[src/rtl/cpu_sequencer_if.sv]
// Sequencer <-> datapath/memory bundle.
// master = sequencer, slave = datapath and memory side.
interface cpu_sequencer_if #(
   parameter int DATA_W = 8,
   parameter int NREGS  = 8
);
   logic [DATA_W-1:0] data_bus_in;
   logic              mem_ready;
   logic [NREGS-1:0]  regs_rsel;
   logic [NREGS-1:0]  regs_wsel;
   logic              mem_ce;
   logic              mem_oe;
   logic              mem_r;
   logic              mem_w;
   logic              mem_rst;
   logic              pc_r;
   logic              pc_w;
   logic              pc_inc;
   logic              pc_rst;
   logic              inst_w;
   logic [DATA_W-1:0] inst_q;
   logic [2:0]        state_o;
   logic              halted;
   logic              illegal;

   modport master (
      input  data_bus_in, mem_ready,
      output regs_rsel, regs_wsel,
      output mem_ce, mem_oe, mem_r, mem_w, mem_rst,
      output pc_r, pc_w, pc_inc, pc_rst, inst_w,
      output inst_q, state_o, halted, illegal
   );

   modport slave (
      output data_bus_in, mem_ready,
      input  regs_rsel, regs_wsel,
      input  mem_ce, mem_oe, mem_r, mem_w, mem_rst,
      input  pc_r, pc_w, pc_inc, pc_rst, inst_w,
      input  inst_q, state_o, halted, illegal
   );
endinterface

[src/rtl/cpu_sequencer.sv]
// Multi-cycle instruction sequencer: FSM steps on falling clk,
// instruction/operand latches sample the bus on rising clk.
module cpu_sequencer #(
   parameter int DATA_W = 8,
   parameter int REG_W  = 3,
   parameter int NREGS  = 8
) (
   input  logic            clk,
   input  logic            rst_n,
   cpu_sequencer_if.master bus
);
   typedef enum logic [2:0] {
      S_RST    = 3'd0,
      S_FETCH  = 3'd1,
      S_DECODE = 3'd2,
      S_EXEC0  = 3'd3,
      S_EXEC1  = 3'd4,
      S_HALT   = 3'd5
   } state_t;

   typedef struct packed {
      logic ce;
      logic oe;
      logic mr;
      logic mrst;
      logic pc_r;
      logic pc_w;
      logic pc_inc;
      logic pc_rst;
      logic inst_w;
      logic op_w;
   } ctl_t;

   localparam ctl_t C_NONE  = '0;
   localparam ctl_t C_RST   = '{mrst: 1'b1, pc_rst: 1'b1,
                                default: 1'b0};
   localparam ctl_t C_FETCH = '{ce: 1'b1, oe: 1'b1, mr: 1'b1,
                                pc_r: 1'b1, pc_inc: 1'b1,
                                inst_w: 1'b1, default: 1'b0};
   localparam ctl_t C_LDI   = '{ce: 1'b1, oe: 1'b1, mr: 1'b1,
                                pc_r: 1'b1, pc_inc: 1'b1,
                                default: 1'b0};
   localparam ctl_t C_MOV   = '{ce: 1'b1, oe: 1'b1, mr: 1'b1,
                                pc_r: 1'b1, pc_inc: 1'b1,
                                op_w: 1'b1, default: 1'b0};
   localparam ctl_t C_JMP   = '{ce: 1'b1, oe: 1'b1, mr: 1'b1,
                                pc_r: 1'b1, pc_w: 1'b1,
                                default: 1'b0};
   localparam logic [NREGS-1:0] ONE = NREGS'(1);

   state_t            r_state;
   ctl_t              r_ctl;
   logic [NREGS-1:0]  r_rsel;
   logic [NREGS-1:0]  r_wsel;
   logic [DATA_W-1:0] r_inst;
   logic [REG_W-1:0]  r_src;
   logic              r_halted;
   logic              r_illegal;

   logic              w_go;
   logic              w_stall;
   logic [4:0]        w_op;
   logic [REG_W-1:0]  w_rd;
   logic              w_rd_bad;
   logic              w_src_bad;

   // A memory step only completes when mem_ready is seen
   assign w_go      = ~r_ctl.mr | bus.mem_ready;
   assign w_stall   = ~w_go;
   assign w_op      = r_inst[REG_W+4:REG_W];
   assign w_rd      = r_inst[REG_W-1:0];
   assign w_rd_bad  = int'(w_rd) >= NREGS;
   assign w_src_bad = int'(r_src) >= NREGS;

   always_ff @(negedge clk or negedge rst_n) begin
      if (!rst_n) begin
         r_state   <= S_RST;
         r_ctl     <= C_NONE;
         r_rsel    <= '0;
         r_wsel    <= '0;
         r_halted  <= 1'b0;
         r_illegal <= 1'b0;
      end else if (!w_stall) begin
         r_ctl  <= C_NONE;
         r_rsel <= '0;
         r_wsel <= '0;
         case (r_state)
            S_RST: begin
               if (!r_ctl.pc_rst) begin
                  r_ctl <= C_RST;
               end else begin
                  r_state <= S_FETCH;
                  r_ctl   <= C_FETCH;
               end
            end
            S_FETCH: r_state <= S_DECODE;
            S_DECODE: begin
               r_state <= S_EXEC0;
               case (w_op)
                  5'd0: begin
                     if (w_rd_bad) begin
                        r_state   <= S_HALT;
                        r_halted  <= 1'b1;
                        r_illegal <= 1'b1;
                     end else begin
                        r_ctl  <= C_LDI;
                        r_wsel <= ONE << w_rd;
                     end
                  end
                  5'd1: begin
                     if (w_rd_bad) begin
                        r_state   <= S_HALT;
                        r_halted  <= 1'b1;
                        r_illegal <= 1'b1;
                     end else begin
                        r_ctl <= C_MOV;
                     end
                  end
                  5'd2: r_ctl <= C_JMP;
                  5'd3: begin
                     r_state  <= S_HALT;
                     r_halted <= 1'b1;
                  end
                  5'd4: r_ctl <= C_NONE;
                  default: begin
                     r_state   <= S_HALT;
                     r_halted  <= 1'b1;
                     r_illegal <= 1'b1;
                  end
               endcase
            end
            S_EXEC0: begin
               if (w_op == 5'd1 && w_src_bad) begin
                  r_state   <= S_HALT;
                  r_halted  <= 1'b1;
                  r_illegal <= 1'b1;
               end else if (w_op == 5'd1) begin
                  r_state <= S_EXEC1;
                  r_rsel  <= ONE << r_src;
                  r_wsel  <= ONE << w_rd;
               end else begin
                  r_state <= S_FETCH;
                  r_ctl   <= C_FETCH;
               end
            end
            S_EXEC1: begin
               r_state <= S_FETCH;
               r_ctl   <= C_FETCH;
            end
            default: begin
               r_state  <= S_HALT;
               r_halted <= 1'b1;
            end
         endcase
      end
   end

   always_ff @(posedge clk or negedge rst_n) begin
      if (!rst_n) begin
         r_inst <= '0;
         r_src  <= '0;
      end else begin
         if (r_ctl.inst_w && w_go)
            r_inst <= bus.data_bus_in;
         if (r_ctl.op_w && w_go)
            r_src <= bus.data_bus_in[REG_W-1:0];
      end
   end

   assign bus.mem_ce    = r_ctl.ce;
   assign bus.mem_oe    = r_ctl.oe;
   assign bus.mem_r     = r_ctl.mr;
   assign bus.mem_w     = 1'b0;
   assign bus.mem_rst   = r_ctl.mrst;
   assign bus.pc_r      = r_ctl.pc_r;
   assign bus.pc_rst    = r_ctl.pc_rst;
   assign bus.pc_w      = r_ctl.pc_w & w_go;
   assign bus.pc_inc    = r_ctl.pc_inc & w_go;
   assign bus.inst_w    = r_ctl.inst_w & w_go;
   assign bus.regs_rsel = r_rsel;
   assign bus.regs_wsel = r_wsel & {NREGS{w_go}};
   assign bus.inst_q    = r_inst;
   assign bus.state_o   = r_state;
   assign bus.halted    = r_halted;
   assign bus.illegal   = r_illegal;
endmodule

[src/flat_wrapper.sv]
// flat-port wrapper written by rule: the top's interface ports become plain ports
module cpu_sequencer_flat 
#(
   parameter int DATA_W = 8,
   parameter int REG_W  = 3,
   parameter int NREGS  = 8
)
  (clk, rst_n, bus_data_bus_in, bus_mem_ready, bus_regs_rsel, bus_regs_wsel, bus_mem_ce, bus_mem_oe, bus_mem_r, bus_mem_w, bus_mem_rst, bus_pc_r, bus_pc_w, bus_pc_inc, bus_pc_rst, bus_inst_w, bus_inst_q, bus_state_o, bus_halted, bus_illegal);
  cpu_sequencer_if #(.DATA_W(DATA_W), .NREGS(NREGS)) bus_i ();
  input  logic clk;
  input  logic rst_n;
  input wire logic [$bits(bus_i.data_bus_in)-1:0] bus_data_bus_in;
  input wire logic [$bits(bus_i.mem_ready)-1:0] bus_mem_ready;
  output wire logic [$bits(bus_i.regs_rsel)-1:0] bus_regs_rsel;
  output wire logic [$bits(bus_i.regs_wsel)-1:0] bus_regs_wsel;
  output wire logic [$bits(bus_i.mem_ce)-1:0] bus_mem_ce;
  output wire logic [$bits(bus_i.mem_oe)-1:0] bus_mem_oe;
  output wire logic [$bits(bus_i.mem_r)-1:0] bus_mem_r;
  output wire logic [$bits(bus_i.mem_w)-1:0] bus_mem_w;
  output wire logic [$bits(bus_i.mem_rst)-1:0] bus_mem_rst;
  output wire logic [$bits(bus_i.pc_r)-1:0] bus_pc_r;
  output wire logic [$bits(bus_i.pc_w)-1:0] bus_pc_w;
  output wire logic [$bits(bus_i.pc_inc)-1:0] bus_pc_inc;
  output wire logic [$bits(bus_i.pc_rst)-1:0] bus_pc_rst;
  output wire logic [$bits(bus_i.inst_w)-1:0] bus_inst_w;
  output wire logic [$bits(bus_i.inst_q)-1:0] bus_inst_q;
  output wire logic [$bits(bus_i.state_o)-1:0] bus_state_o;
  output wire logic [$bits(bus_i.halted)-1:0] bus_halted;
  output wire logic [$bits(bus_i.illegal)-1:0] bus_illegal;
  assign bus_i.data_bus_in = bus_data_bus_in;
  assign bus_i.mem_ready = bus_mem_ready;
  assign bus_regs_rsel = bus_i.regs_rsel;
  assign bus_regs_wsel = bus_i.regs_wsel;
  assign bus_mem_ce = bus_i.mem_ce;
  assign bus_mem_oe = bus_i.mem_oe;
  assign bus_mem_r = bus_i.mem_r;
  assign bus_mem_w = bus_i.mem_w;
  assign bus_mem_rst = bus_i.mem_rst;
  assign bus_pc_r = bus_i.pc_r;
  assign bus_pc_w = bus_i.pc_w;
  assign bus_pc_inc = bus_i.pc_inc;
  assign bus_pc_rst = bus_i.pc_rst;
  assign bus_inst_w = bus_i.inst_w;
  assign bus_inst_q = bus_i.inst_q;
  assign bus_state_o = bus_i.state_o;
  assign bus_halted = bus_i.halted;
  assign bus_illegal = bus_i.illegal;
  cpu_sequencer #(.DATA_W(DATA_W), .REG_W(REG_W), .NREGS(NREGS)) u_core (.clk(clk), .rst_n(rst_n), .bus(bus_i));
endmodule
[config.mk]
export PLATFORM = sky130hd
export DESIGN_NAME = cpu_sequencer_flat
export DESIGN_NICKNAME = d
export VERILOG_FILES = /design/src/rtl/cpu_sequencer_if.sv /design/src/rtl/cpu_sequencer.sv /design/src/flat_wrapper.sv
export SDC_FILE = /design/constraint.sdc
export NUM_CORES = 1
export LEC_CHECK = 0
export CAP_MARGIN = 20
export CORE_ASPECT_RATIO = 1.25
export CORE_MARGIN = 4
export CORE_UTILIZATION = 51
export CTS_CLUSTER_SIZE = 28
export DETAILED_ROUTE_END_ITERATION = 12
export GPL_TIMING_DRIVEN = 0
export PLACE_DENSITY = 0.84
export SYNTH_ARGS = -nofsm -noshare
export SYNTH_HDL_FRONTEND = slang
export SYNTH_SLANG_ARGS = --single-unit
[constraint.sdc]
create_clock -name clk -period 3.8 [get_ports clk]
set_input_delay 0.76 -clock clk [delete_from_list [all_inputs] [get_ports clk]]
set_output_delay 0.76 -clock clk [all_outputs]
set_load 0.05 [all_outputs]
Word-level counts from Yosys, hierarchy flattened

Cells that the tools add are included.

Equality and inequality tests: 10
Shifts and indexed selects: 2
Multiplexer cells: 15
Bitwise gates (word level): 8
Reduce and logical (&&, ||, !) cells: 10

Operators by type and width:

| operator              | number |
|---|---|
| $pmux W10 S4          | 1 |
| $mux W8               | 4 |
| $pmux W10 S3          | 1 |
| $mux W10              | 2 |
| $pmux W8 S2           | 1 |
| $shl A1 B3 Y8 const A | 2 |
| $pmux W3 S5           | 1 |
| $eq A5 B2 Y1 const B  | 2 |
| $mux W3               | 3 |
| $and A8 B8 Y8         | 1 |
| $reduce_or A4 Y1      | 2 |
| $eq A3 B2 Y1 const B  | 2 |
| $reduce_and A3 Y1     | 2 |
| $eq A5 B1 Y1 const B  | 1 |
| $eq A5 B3 Y1 const B  | 1 |
| $logic_not A5 Y1      | 1 |
| $reduce_or A5 Y1      | 1 |
| $and A1 B1 Y1         | 3 |
| $eq A3 B1 Y1 const B  | 1 |
| $eq A3 B3 Y1 const B  | 1 |
| $logic_not A3 Y1      | 1 |
| $not A1 Y1            | 3 |
| $logic_and A1 B1 Y1   | 2 |
| $ne A2 B1 Y1 const B  | 1 |
| other kinds (5)       | 5 |

Bits in registers: 42
Logic and storage cells: 62

Longest topological paths before layout

Gate-level depths: netlist of run 1.

Depth after elaboration: 4
Mapped depth: 6

==> flow_metrics.env, run 1 <==
export IMPL_outcome="finished, violations left"
export IMPL_violations="negative setup slack"
export IMPL_synth_top_area_frac=0.376
export IMPL_worstPathRequired_ns=3.04
export IMPL_p_seq_frac=0.297
export IMPL_drt_iter0_drc=79
export IMPL_drt_total_wl_mm=4.66
export IMPL_grt_pass1_wl_mm=7.60
export IMPL_p_comb_frac=0.570
export IMPL_total_power_mw=2.16
export IMPL_gp_congestion=0.868
export IMPL_syn_inst=164
export IMPL_finalClockSkew_ns=0.0108
export IMPL_initial_core_util=0.543
export IMPL_final_hold_viol_count=0
export IMPL_io_buffers=48
export IMPL_drive_gt1_frac=0.396
export IMPL_cts_inserted_buffers=5
export IMPL_die_area_sq_um=4550
export IMPL_grt_ovfl_total=0
export IMPL_register_area_sq_um=951
export IMPL_placementRows=23
export IMPL_tns_ns=-2.12
export IMPL_synth_seq_area_share=0.529
export IMPL_slew_headroom=0.438
export IMPL_fp_dieW_um=61.1
export IMPL_fin_ws_ns=-0.176
export IMPL_yosysWarnings=0
export IMPL_io_pins=50
export IMPL_clock_root_buffer="clkbuf_8"
export IMPL_rsz0062_at_grt="yes"
export IMPL_hold_class="reg2reg"
export IMPL_clockBufferDepth=2
export IMPL_grt_util_met1=0.267
export IMPL_multiInputGateArea_sq_um=818
export IMPL_netlist_top_cells_area="dfrtn_1, dfrtp_1, mux2_2, a22o_1, and2_1"
export IMPL_p_int_mw=1.13
export IMPL_grt_max_degree=39
export IMPL_cts_htree_levels=2
export IMPL_worst_skew_pair_late_latency_ns=0.30
export IMPL_core_area_sq_um=3310
export IMPL_drtPass1Iterations=4
export IMPL_crit_type="reg2out"
export IMPL_synth_nets=175
export IMPL_cts_tree="yes"
export IMPL_power_density_nw_per_um2=827
export IMPL_met3_usage=0.0677
export IMPL_syn_cell_area_sq_um=1800
export IMPL_fin_area_sq_um=2610
export IMPL_synth_cell_types=44
export IMPL_grt_usage=0.230
export IMPL_cts_num_sinks=38
export IMPL_num_fill_cells=217
export IMPL_busiest_layer="met2"
export IMPL_setup_viol=14
export IMPL_worst_pin_slew_ns=0.843
export IMPL_power_static_leakage_nw=1.18
export IMPL_detail_route_antenna_nets=0
export IMPL_vdd_ir_drop_max_v=0.000867
export IMPL_critPathLaunchType="flip-flop"
export IMPL_grt_met2_usage=0.399
export IMPL_worst_path_max_fanout=8
export IMPL_grt_pass1_vias=1590
export IMPL_drc_errors=0
export IMPL_dp_slack_ns=-0.567
export IMPL_dpl_hpwl_mm=3.39
export IMPL_n_antenna_cell=0
export IMPL_via_per_inst=5.95
export IMPL_yosysTopAreaCell="dfrtn_1"
export IMPL_cts_clk_slew_worst_paths_ns=0.05
export IMPL_maxCapViolations=0
export IMPL_wl_per_cell_um=17.7
export IMPL_clockPowerShare=0.133
export IMPL_antenna_found_initial=0
export IMPL_die_h_um=74.4
export IMPL_drv_slew=0
export IMPL_crit_arrival_ns=3.22
export IMPL_area_growth_pct=45.2
export IMPL_routed_via_count=1572
export IMPL_synth_seq_cells=38
export IMPL_fin_nets=237
export IMPL_place_area_sq_um=2380
export IMPL_endpoint_kind="output port"
export IMPL_power_net_switching_mw=1.03
export IMPL_synth_avg_cell_area_sq_um=11.0
export IMPL_p_sw_frac=0.478
cell usage in the layout, fill, tap and decap left out, types with 3 or more instances in the layout:
| cell type | instances |
|---|---|
| nor2_1 | 9 |
| dfrtp_1 | 11 |
| clkdlybuf4s15_2 | 11 |
| clkdlybuf4s50_1 | 16 |
| buf_2 | 6 |
| clkbuf_8 | 7 |
| nand2_1 | 12 |
| nor4_1 | 4 |
| a22o_1 | 10 |
| nand3_1 | 4 |
| mux2_2 | 10 |
| clkbuf_4 | 3 |
| dfrtn_1 | 27 |
| buf_4 | 10 |
| inv_1 | 3 |
| and2_4 | 11 |
| o21ai_1 | 4 |
| buf_6 | 14 |
| a32o_1 | 5 |
| buf_8 | 4 |
| nor3_1 | 5 |
metal layers:
metal | routed length, um | share of wire
met1 | 1800 | 0.39
met2 | 2480 | 0.53
met3 | 274 | 0.059
met4 | 108 | 0.023
met5 | 0 | 0
cell families after synthesis:
logic type | count (synthesis) | synth area share
buffers and inverters | 18 | 0.0508
adder cells (fa/ha/maj) | 1 | 0.00557
other | 1 | 0.00209
XOR/XNOR | 1 | 0.00487
multiplexers | 10 | 0.0626
flip-flops | 38 | 0.529
AO/OA/AOI/OAI | 36 | 0.157
AND/OR/NAND/NOR | 59 | 0.189
cell usage after synthesis:
library cell,count
nor2_1,9
nor2b_1,2
nor2_4,1
o41ai_1,2
o221ai_1,1
o21ai_1,4
mux2_2,10
nand3_1,4
and2_1,10
and4_1,1
inv_1,4
nand4_1,1
nor4_1,4
conb_1,1
a21o_1,1
and2_4,1
buf_4,5
o31ai_1,1
a2111oi_0,1
dfrtn_1,27
a31oi_1,2
maj3_1,1
a22o_1,10
a32o_1,5
a21boi_0,1
dfrtp_1,11
nand2b_1,2
nor3b_1,1
or4_4,1
nor3_2,1
a21oi_1,2
and3_1,1
nor4_2,1
a21bo_2,1
buf_2,4
xnor2_1,1
nor3_1,5
buf_1,2
o22a_1,1
clkbuf_1,3
a211oi_1,2
o21ai_0,2
nand2_1,13
nor3_4,1
worst paths after layout:
check	end	startpoint	slack, ns	cells after the start
max	bus_regs_wsel[0]	u_core.bus.pc_r	-0.18	4
min	u_core.bus.illegal	u_core.bus.illegal	0.41	1
max reg2reg	u_core.bus.pc_r	u_core.bus.inst_q[4]	0.21	3
min reg2reg	u_core.bus.illegal	u_core.bus.illegal	0.41	1
max in group asynchronous	u_core.bus.regs_rsel[3]	rst_n	0.89	1
min in group asynchronous	u_core.bus.inst_q[2]	rst_n	0.57	1
flip-flops by register name, summed over array words and instances (netlist names):
| signal | flops |
|---|---|
| u_core.r_wsel | 8 |
| u_core.bus.state_o | 3 |
| u_core.r_src | 3 |
| u_core.bus.mem_rst | 1 |
| u_core.bus.inst_q | 8 |
| u_core.bus.regs_rsel | 8 |
| u_core.r_ctl | 4 |
| u_core.bus.halted | 1 |
| u_core.bus.pc_r | 1 |
| u_core.bus.illegal | 1 |
critical path: stages (launching register included):
cell and delay (ns):
dfrtn_1 0.48, nand2b_4 0.09, clkbuf_8 0.16, and2_4 0.14, buf_8 0.14
what timing repair did:
| action | CTS | global route |
|---|---|---|
| pin swaps | 1 | 0 |
| hold buffers | 0 | 0 |
| gates resized for setup | 168 | 9 |
| endpoints found under the setup margin | 52 | 24 |
| setup buffers | 6 | 2 |
| hold endpoints to repair | 0 | 0 |
| gates cloned | 0 | 0 |
power by group through the flow:
stage	sequential, mW	clock [mW]	combinational (mW)
floorplan	0.867	0	0.545
global placement	0.637	0	1.09
detailed placement	0.643	0	1.11
CTS	0.638	0.294	1.19
global route	0.656	0.314	1.30
finish	0.641	0.287	1.23
final cells by class:
cell class | instances | area share
flip-flops and latches | 38 | 0.364
multi-input cells | 108 | 0.313
repair buffers | 56 | 0.225
plain buffers | 13 | 0.0369
clock buffers | 6 | 0.0316
well taps | 37 | 0.0177
inverters | 4 | 0.00719
clock inverters | 2 | 0.00431
through the flow:
step            util  hold slack (ns)  std cells
6_report       0.789            0.405        264
2_1_floorplan      -            0.405        164
3_5_place_dp   0.719            0.406        249
3_3_place_gp   0.721            0.407        249
4_1_cts        0.779            0.411        263
5_1_grt        0.789            0.452        264
(Power assumes the default switching activity.)
==> inputs of run 2 (changes only) <==
--- a/config.mk
+++ b/config.mk
@@ -13,6 +13,7 @@
 export DETAILED_ROUTE_END_ITERATION = 12
 export GPL_TIMING_DRIVEN = 0
 export PLACE_DENSITY = 0.84
+export SETUP_SLACK_MARGIN = 0.3
 export SYNTH_ARGS = -nofsm -noshare
 export SYNTH_HDL_FRONTEND = slang
 export SYNTH_SLANG_ARGS = --single-unit
==> flow_metrics.env, run 2 (synthesis gave the netlist of run 1 again) <==
export IMPL_outcome="finished, violations left"
export IMPL_violations="negative setup slack"
export IMPL_io_pins=50
export IMPL_crit_chain="nand2b_4, clkbuf_8, and2_4, buf_6"
export IMPL_grt_usage=0.259
export IMPL_clockBufferDepth=2
export IMPL_initial_core_util=0.543
export IMPL_fp_dieW_um=61.1
export IMPL_vdd_ir_drop_max_v=0.00103
export IMPL_dpl_hpwl_mm=3.37
export IMPL_drc_errors=0
export IMPL_fin_nets=271
export IMPL_drtPass1Iterations=5
export IMPL_endpoint_kind="output port"
export IMPL_slowest_delay_ns=0.51
export IMPL_final_cell_mix="buf_4, buf_6, dfrtn_1"
export IMPL_die_area_sq_um=4550
export IMPL_detail_route_antenna_nets=0
export IMPL_fin_util=0.933
export IMPL_worst_path_max_fanout=8
export IMPL_worstPathRequired_ns=3.04
export IMPL_clock_root_buffer="clkbuf_8"
export IMPL_cts_num_sinks=38
export IMPL_maxCapViolations=0
export IMPL_fin_ws_ns=-0.252
export IMPL_ff2ff_setup_slack_ns=0.14
export IMPL_finalClockSkew_ns=0.00942
export IMPL_final_common_cell="buf_4"
export IMPL_n_antenna_cell=0
export IMPL_multiInputGateArea_sq_um=945
export IMPL_final_hold_viol_count=0
export IMPL_power_static_leakage_nw=1.42
export IMPL_grt_pass1_wl_mm=8.63
export IMPL_core_area_sq_um=3310
export IMPL_num_fill_cells=98
export IMPL_setup_viol=15
export IMPL_grt_ovfl_total=0
export IMPL_area_growth_pct=71.7
export IMPL_crit_type="reg2out"
export IMPL_path_buf_inv=2
export IMPL_gp_congestion=0.876
export IMPL_crit_arrival_ns=3.29
export IMPL_via_per_inst=6.39
export IMPL_power_density_nw_per_um2=875
export IMPL_cts_clk_slew_worst_paths_ns=0.06
export IMPL_grt_max_degree=39
export IMPL_cts_htree_levels=2
export IMPL_cts_hold_fix_buffers=0
export IMPL_drt_total_wl_mm=7.28
export IMPL_cts_tree="yes"
export IMPL_hold_class="reg2reg"
export IMPL_rsz0062_at_grt="yes"
export IMPL_antenna_found_initial=0
export IMPL_worst_pin_slew_ns=0.852
export IMPL_finalHoldWorstSlack_ns=0.438
export IMPL_io_buffers=48
export IMPL_placementRows=23
export IMPL_cts_inserted_buffers=5
export IMPL_routed_via_count=1905
export IMPL_wl_per_cell_um=24.4
export IMPL_slew_headroom=0.432
export IMPL_critPathLaunchType="flip-flop"
export IMPL_drt_iter0_drc=174
export IMPL_register_area_sq_um=957
export IMPL_grt_pass1_vias=1684
export IMPL_drive_gt1_frac=0.540
export IMPL_drv_slew=0
export IMPL_critPathSlowestCell="dfrtn_1"
export IMPL_crit_family="flip-flops"
export IMPL_die_h_um=74.4
export IMPL_worst_skew_pair_late_latency_ns=0.31
run 2: cell count changes in the layout (fill, tap and decap cells not counted), sizes merged:
cell           delta
buf              +49
clkdlybuf4s15    -11
clkinv            -1
clkbuf            -1
dlymetal6s2s      -1
inv               -1
run 2: timing repair:
| action | 4_1_cts | 5_1_grt |
|---|---|---|
| gates resized for setup | 234 | 27 |
| pin swaps | 6 | 18 |
| setup endpoints to repair | 57 | 44 |
| buffers inserted | 22 | 19 |
run 2: area by class of cell:
cell class	instances	area share
inverters	4	0.00608
well taps	37	0.0150
multi-input cells	108	0.306
plain buffers	14	0.0357
repair buffers	89	0.291
flip-flops and latches	38	0.310
clock buffers	8	0.0361
run 2: stage by stage:
| stage | total power, mW | area, sq um | worst slack [ns] | std cells | TNS [ns] |
|---|---|---|---|---|---|
| 5_1_grt | 2.79 | 3090 | -0.280 | 298 | -3.56 |
| 3_3_place_gp | 1.76 | 2410 | -0.646 | 249 | -33.16 |
| 4_1_cts | 2.32 | 2810 | -0.180 | 279 | -1.90 |
| 2_1_floorplan | 1.44 | 1890 | -0.145 | 164 | -1.32 |
| 3_5_place_dp | 1.79 | 2410 | -0.521 | 249 | -16.88 |
| 6_report | 2.70 | 3090 | -0.252 | 298 | -3.23 |
run 2: where the power goes:
part | leakage (nW) | switching [mW] | internal, mW | total [mW]
Sequential | 0.487 | 0.161 | 0.508 | 0.669
Combinational | 0.879 | 0.987 | 0.700 | 1.69
Clock | 0.0566 | 0.156 | 0.188 | 0.344
Total | 1.42 | 1.30 | 1.40 | 2.70
run 2: layer usage:
layer  track usage  routed length (um)  vias up
met2         0.424                3760      145
li1              -                   -      785
met5             0                   0        -
met1         0.327                2660      948
met3        0.0608                 617       27
met4         0.106                 247        0
run 2: worst reg2reg max path: stages, from the launching register on:
cell	delay, ns
dfrtn_1	0.51
nand2b_4	0.11
buf_6	0.14
buf_6	0.11
buf_6	0.10
buf_8	0.13
buf_6	0.12
nand2_4	0.09
mux2_4	0.32
run 2: path summary, 6_finish.rpt:
path | to | cells after the start | startpoint
min | u_core.bus.illegal | 1 | u_core.bus.illegal
min reg2reg | u_core.bus.illegal | 1 | u_core.bus.illegal
min in group asynchronous | u_core.bus.inst_q[4] | 1 | rst_n
max reg2reg | u_core.r_src[2] | 8 | u_core.bus.pc_r
max in group asynchronous | u_core.bus.regs_rsel[3] | 1 | rst_n
max | bus_regs_wsel[6] | 4 | u_core.bus.pc_r
==> inputs of run 3 (changes only) <==
--- a/config.mk
+++ b/config.mk
@@ -5,6 +5,7 @@
 export SDC_FILE = /design/constraint.sdc
 export NUM_CORES = 1
 export LEC_CHECK = 0
+export ABC_CLOCK_PERIOD_IN_PS = 3800
 export CAP_MARGIN = 20
 export CORE_ASPECT_RATIO = 1.25
 export CORE_MARGIN = 4
==> results of run 3 <==
No change in the layout: final DEF, timing and power equal those of run 2.
